--- src/rtl/flb_band_cal_ctrl.sv ---
// Coarse-band calibration sequencer for the DCO/FLB analog top.
// MSB-first successive-approximation search of the DCO band word, one
// measurement per bit, followed by FLB reset release and delayed SDM enable.
// Everything runs on ref_clk; fb_cnt/fb_cnt_vld arrive already synchronised.
module flb_band_cal_ctrl #(
   parameter int BAND_W      = 8,
   parameter int CNT_W       = 16,
   parameter int SETTLE_CYC  = 16,
   parameter int TIMEOUT_CYC = 1024,
   parameter int SDM_DLY     = 8
) (
   input  logic              ref_clk,
   input  logic              rst,
   input  logic              cal_start,
   input  logic [CNT_W-1:0]  cal_target,
   input  logic              sdm_req,
   input  logic [CNT_W-1:0]  fb_cnt,
   input  logic              fb_cnt_vld,
   output logic [BAND_W-1:0] band,
   output logic              meas_start,
   output logic              flb_rst_n,
   output logic              sdm_on,
   output logic              cal_busy,
   output logic              cal_done,
   output logic              cal_err
);

   // One shared down-counter serves settle, timeout and SDM delay.
   localparam int MAX_A = (SETTLE_CYC > TIMEOUT_CYC) ? SETTLE_CYC : TIMEOUT_CYC;
   localparam int MAX_C = (MAX_A > SDM_DLY) ? MAX_A : SDM_DLY;
   localparam int CW    = (MAX_C > 1) ? $clog2(MAX_C) : 1;
   localparam int IW    = (BAND_W > 1) ? $clog2(BAND_W) : 1;

   localparam logic [CW-1:0]     SETTLE_LD  = CW'(SETTLE_CYC - 1);
   localparam logic [CW-1:0]     TIMEOUT_LD = CW'(TIMEOUT_CYC - 1);
   localparam logic [CW-1:0]     SDM_LD     = CW'(SDM_DLY - 1);
   localparam logic [IW-1:0]     IDX_TOP    = IW'(BAND_W - 1);
   localparam logic [BAND_W-1:0] BAND_ONE   = BAND_W'(1);

   typedef enum logic [2:0] {
      S_IDLE, S_SETTLE, S_WAIT, S_DECIDE, S_RELEASE, S_SDM_WAIT, S_DONE, S_ERR
   } state_t;

   state_t            r_state,      w_state_nx;
   logic [CW-1:0]     r_cnt,        w_cnt_nx;
   logic [IW-1:0]     r_idx,        w_idx_nx;
   logic [BAND_W-1:0] r_result,     w_result_nx;
   logic [BAND_W-1:0] r_band,       w_band_nx;
   logic [CNT_W-1:0]  r_target,     w_target_nx;
   logic              r_sdm_req,    w_sdm_req_nx;
   logic              r_lt,         w_lt_nx;
   logic              r_meas_start, w_meas_start_nx;
   logic              r_flb_rst_n,  w_flb_rst_n_nx;
   logic              r_sdm_on,     w_sdm_on_nx;
   logic              r_busy,       w_busy_nx;
   logic              r_done,       w_done_nx;
   logic              r_err,        w_err_nx;
   logic [BAND_W-1:0] w_res_upd;

   assign band       = r_band;
   assign meas_start = r_meas_start;
   assign flb_rst_n  = r_flb_rst_n;
   assign sdm_on     = r_sdm_on;
   assign cal_busy   = r_busy;
   assign cal_done   = r_done;
   assign cal_err    = r_err;

   // State and all registered outputs; reset returns everything to idle values.
   always_ff @(posedge ref_clk) begin
      if (rst) begin
         r_state      <= S_IDLE;
         r_cnt        <= '0;
         r_idx        <= '0;
         r_result     <= '0;
         r_band       <= '0;
         r_target     <= '0;
         r_sdm_req    <= 1'b0;
         r_lt         <= 1'b0;
         r_meas_start <= 1'b0;
         r_flb_rst_n  <= 1'b0;
         r_sdm_on     <= 1'b0;
         r_busy       <= 1'b0;
         r_done       <= 1'b0;
         r_err        <= 1'b0;
      end else begin
         r_state      <= w_state_nx;
         r_cnt        <= w_cnt_nx;
         r_idx        <= w_idx_nx;
         r_result     <= w_result_nx;
         r_band       <= w_band_nx;
         r_target     <= w_target_nx;
         r_sdm_req    <= w_sdm_req_nx;
         r_lt         <= w_lt_nx;
         r_meas_start <= w_meas_start_nx;
         r_flb_rst_n  <= w_flb_rst_n_nx;
         r_sdm_on     <= w_sdm_on_nx;
         r_busy       <= w_busy_nx;
         r_done       <= w_done_nx;
         r_err        <= w_err_nx;
      end
   end

   // Next-state and next-output logic; everything holds unless a state acts.
   always_comb begin
      w_state_nx      = r_state;
      w_cnt_nx        = r_cnt;
      w_idx_nx        = r_idx;
      w_result_nx     = r_result;
      w_band_nx       = r_band;
      w_target_nx     = r_target;
      w_sdm_req_nx    = r_sdm_req;
      w_lt_nx         = r_lt;
      w_meas_start_nx = 1'b0;
      w_flb_rst_n_nx  = r_flb_rst_n;
      w_sdm_on_nx     = r_sdm_on;
      w_busy_nx       = r_busy;
      w_done_nx       = r_done;
      w_err_nx        = r_err;
      // Result with the bit under trial resolved by the last comparison.
      w_res_upd        = r_result;
      w_res_upd[r_idx] = r_lt;

      case (r_state)
         S_IDLE, S_DONE, S_ERR: begin
            if (cal_start) begin
               w_target_nx    = cal_target;
               w_sdm_req_nx   = sdm_req;
               w_result_nx    = '0;
               w_idx_nx       = IDX_TOP;
               w_band_nx      = BAND_ONE << IDX_TOP;
               w_flb_rst_n_nx = 1'b0;
               w_sdm_on_nx    = 1'b0;
               w_done_nx      = 1'b0;
               w_err_nx       = 1'b0;
               w_busy_nx      = 1'b1;
               w_cnt_nx       = SETTLE_LD;
               w_state_nx     = S_SETTLE;
            end
         end
         S_SETTLE: begin
            if (r_cnt == '0) begin
               w_meas_start_nx = 1'b1;
               w_cnt_nx        = TIMEOUT_LD;
               w_state_nx      = S_WAIT;
            end else begin
               w_cnt_nx = r_cnt - CW'(1);
            end
         end
         S_WAIT: begin
            // A strobe on the final timeout cycle still counts as a measurement.
            if (fb_cnt_vld) begin
               w_lt_nx    = (fb_cnt < r_target);
               w_state_nx = S_DECIDE;
            end else if (r_cnt == '0) begin
               w_busy_nx      = 1'b0;
               w_err_nx       = 1'b1;
               w_flb_rst_n_nx = 1'b0;
               w_sdm_on_nx    = 1'b0;
               w_state_nx     = S_ERR;
            end else begin
               w_cnt_nx = r_cnt - CW'(1);
            end
         end
         S_DECIDE: begin
            // Equal counts clear the bit: the band ends strictly below target.
            w_result_nx = w_res_upd;
            if (r_idx == '0) begin
               w_band_nx  = w_res_upd;
               w_state_nx = S_RELEASE;
            end else begin
               w_idx_nx   = r_idx - IW'(1);
               w_band_nx  = w_res_upd | (BAND_ONE << (r_idx - IW'(1)));
               w_cnt_nx   = SETTLE_LD;
               w_state_nx = S_SETTLE;
            end
         end
         S_RELEASE: begin
            w_flb_rst_n_nx = 1'b1;
            w_cnt_nx       = SDM_LD;
            w_state_nx     = S_SDM_WAIT;
         end
         S_SDM_WAIT: begin
            if (r_cnt == '0) begin
               w_sdm_on_nx = r_sdm_req;
               w_busy_nx   = 1'b0;
               w_done_nx   = 1'b1;
               w_state_nx  = S_DONE;
            end else begin
               w_cnt_nx = r_cnt - CW'(1);
            end
         end
         default: w_state_nx = S_IDLE;
      endcase
   end

endmodule

--- config.mk ---
export PLATFORM = sky130hd
export DESIGN_NAME = flb_band_cal_ctrl
export DESIGN_NICKNAME = d
export VERILOG_FILES = /design/src/rtl/flb_band_cal_ctrl.sv
export SDC_FILE = /design/constraint.sdc
export NUM_CORES = 1
export LEC_CHECK = 0
export ABC_AREA = 1
export CORE_MARGIN = 1.5
export CORE_UTILIZATION = 40
export CTS_CLUSTER_SIZE = 12
export DETAILED_ROUTE_END_ITERATION = 8
export GPL_TIMING_DRIVEN = 0
export PLACE_DENSITY = 0.61
export SKIP_CTS_REPAIR_TIMING = 1
export SLEW_MARGIN = 20
export SYNTH_ARGS = -nofsm -noshare
export SYNTH_HDL_FRONTEND = slang
export SYNTH_SLANG_ARGS = --single-unit
--- constraint.sdc ---
create_clock -name ref_clk -period 2.4 [get_ports ref_clk]
set_clock_uncertainty 0.05 [all_clocks]
set_input_delay 0.6 -clock ref_clk [delete_from_list [all_inputs] [get_ports ref_clk]]
set_output_delay 0.6 -clock ref_clk [all_outputs]
set_load 0.01 [all_outputs]
==> out/qor.yml <==
outcome: "complete, no violations"
worstHoldStart: "r_target[7]$_SDFFE_PP0P_"
drcViolationCount: 0
place.gp.congestion: 0.821
cts.sinks: 56
start_kind: "flip-flop"
synth_cell_type_count: 31
hold_path.class: "reg2reg"
syn_avg_cell_area_sq_um: 7.14
antenna_cells: 0
p_int_uw: 2090
crit_family: "simple AND/OR/NAND/NOR gates"
clockBufferDepth: 2
cp-end-kind: "flip-flop"
fmax_mhz: 486
clk_latency_ns: 0.32
r2r_start: "r_idx[0]$_SDFFE_PP0P_"
drt_iter0_markers: 70
ys_ff_latch: 56
htreeDepth: 2
die_w_um: 90.7
worstHoldEndpoint: "r_target[7]$_SDFFE_PP0P_"
crit_buf_inv: 3
grt_overflow: 0
tightest_slew_ns: 0.527
cpMostUsedCell: "nand2_1"
fin_nets: 545
wire_per_inst_um: 11.8
drv_slew: 0
root_buffer: "clkbuf_8"
power_frac_seq_pct: 34.5
ant_nets: 0
timing.rr.end: "r_cnt[8]$_SDFFE_PP0P_"
viasPerCell: 4.81
p_sw_uw: 1720
max_cap_violations: 0
first_pass_iters: 5
rsz0062_at_grt: "false"
r2r_cells: 12
finalPower_uw: 3810
grt_pass1_vias: 2685
antenna_found_initial: 0
die-area_sq_um: 8220
peakVddDrop_uv: 522
yosysWarnings: 0
initial_core_util_pct: 42.0
p_sw_share_pct: 45.1
arrival_ns: 2.27
finalNonFillerCells: 587
p_comb_share_pct: 51.8
synth.cell_area_sq_um: 3080
crit_start: "r_idx[0]$_SDFFE_PP0P_"
drive_above_1_share_pct: 9.63
numPortBuffers: 49
max-slew-margin-rel_pct: 64.8
grt_max_degree: 18
cp_max_fo: 10
min_period_over_period_pct: 85.8
cts_tree: "built"
grt_pass1_wl_mm: 11.9
coreArea_sq_um: 7330
hold_viol_final: 0
period_needed_ns: 2.06
gr-usage-all-layers_pct: 17.5
path_cells: "clkinv_1, ha_1, inv_1, nor2_1, nand2_4, nand3_4, nor2_4, buf_6, nand2_1, nand2_1, nand2_1, nor2_2"
worst-setup-path-type: "reg2reg"
tns_ns: 0
pin_count: 51
numCtsBuffers: 5
setup_viol: 0
seq_area_frac_synth_pct: 36.5
post-route-util_pct: 51.5
hold_depth: 2
pwr-share-clk_pct: 13.7
die_y_um: 90.7
vias: 2823
required_ns: 2.61
clk_pin_slew_ns: 0.10
critPathMaxStageDelay_ns: 0.46
place_hpwl_mm: 5.30
syn-instance-count: 431
p_leak_uw: 0.00156
synthToLayoutAreaGrowth_pct: 22.9
synth_nets: 489
r2r_slack_ns: 0.34
dp.cells: 579
totalWireLength_mm: 6.91
powerDensity_nw_per_um2: 1010
rows: 31
cp_slowest_cell: "dfxtp_1"
-- synthesized netlist by cell type --
| library cell | n | area (sq um) |
|---|---|---|
| nand2_1 | 90 | 338 |
| a21oi_1 | 56 | 280 |
| dfxtp_1 | 56 | 1120 |
| inv_1 | 46 | 173 |
| nor2_1 | 34 | 128 |
| nand3_1 | 23 | 115 |
| ha_1 | 21 | 263 |
| o21ai_0 | 19 | 95.1 |
| o21ai_1 | 17 | 85.1 |
| inv_2 | 8 | 30.0 |
| a31oi_1 | 7 | 43.8 |
| nor3_1 | 7 | 35.0 |
| nand2_2 | 6 | 37.5 |
| buf_2 | 5 | 25.0 |
| clkbuf_1 | 5 | 18.8 |
| nor2_4 | 4 | 45.0 |
| o21ai_2 | 4 | 35.0 |
| nand2_4 | 3 | 33.8 |
| nor2_2 | 3 | 18.8 |
| buf_6 | 2 | 22.5 |
| clkinv_1 | 2 | 7.51 |
| nand3_2 | 2 | 20.0 |
| nand4_1 | 2 | 12.5 |
| xnor2_1 | 2 | 17.5 |
| inv_4 | 1 | 6.26 |
| nand3_4 | 1 | 17.5 |
| nand3b_1 | 1 | 7.51 |
| nor2_8 | 1 | 20.0 |
| o21a_1 | 1 | 7.51 |
| o21bai_1 | 1 | 7.51 |
| xor2_1 | 1 | 8.76 |
-- worst max path at each step --
stage	to	slack, ns	depth (start not counted)
after floorplan	r_cnt[8]$_SDFFE_PP0P_	0.65	12
after global placement	r_lt$_SDFFE_PP0P_	0.30	9
after detailed placement	r_lt$_SDFFE_PP0P_	0.27	9
after CTS	r_cnt[8]$_SDFFE_PP0P_	0.35	12
after global routing	r_cnt[8]$_SDFFE_PP0P_	0.17	12
final	r_cnt[8]$_SDFFE_PP0P_	0.34	12
-- logic make-up after synthesis --
| family | after synthesis | synth area share, % |
|---|---|---|
| AOI/OAI and AO/OA | 105 | 18.0 |
| xor gates and xnor gates | 3 | 0.855 |
| adders and majority gates | 21 | 8.54 |
| buffers and inverters | 69 | 9.19 |
| DFF | 56 | 36.5 |
| and+or+nand+nor | 177 | 26.9 |
-- worst min-delay path, cell delays in order (launching register included) --
cell and delay [ns]:
dfxtp_1 0.31, inv_1 0.06, a21oi_1 0.05
-- stage by stage --
stage	area (sq um)	hold slack, ns	setup WS (ns)
after floorplan	3080	0.383	0.651
after global placement	3690	0.397	0.300
after detailed placement	3690	0.404	0.272
after CTS	3780	0.419	0.354
after global routing	3780	0.431	0.171
final	3780	0.413	0.341
-- sequential cells by signal, indices dropped and copies added, names as in the netlist, 3 cells and up --
| register | flops |
|---|---|
| band | 8 |
| r_target | 16 |
| r_result | 8 |
| r_idx | 3 |
| r_cnt | 10 |
| r_state | 3 |
-- power by group through the flow --
stage / clock network [uW] / registers [uW] / logic [uW]
detailed placement: 0 / 1340 / 1990
finish: 522 / 1320 / 1980
floorplan: 0 / 1320 / 1510
global route: 577 / 1350 / 2260
CTS: 546 / 1320 / 1990
global placement: 0 / 1330 / 1950
-- cell type report --
type | instances | area, sq um
Fill cell | 740 | 3550
Sequential cell | 56 | 1120
Inverter | 57 | 216
Buffer | 12 | 66.3
Timing Repair Buffer | 49 | 490
Tap cell | 99 | 124
Clock buffer | 6 | 72.6
Clock inverter | 2 | 16.3
Multi-Input combinational cell | 306 | 1670
-- layout by cell type (no fill, tap or decap), drive strengths merged, types with 7 or more instances in the layout --
cell / Yosys / layout
ha: 21 / 21
buf: 7 / 7
nor3: 7 / 7
a21oi: 56 / 56
nand2: 99 / 99
nor2: 42 / 42
clkbuf: 5 / 11
dfxtp: 56 / 56
clkdlybuf4s50: 0 / 49
nand3: 26 / 26
o21ai: 40 / 40
inv: 55 / 55
a31oi: 7 / 7
-- routing by layer --
| metal | GRT usage (%) | part of all wire (%) |
|---|---|---|
| met5 | 0 | 0 |
| met4 | 4.89 | 1.3 |
| met3 | 3.11 | 3.0 |
| met2 | 29.4 | 46 |
| met1 | 22.7 | 50 |
(Power assumes the default switching activity.)
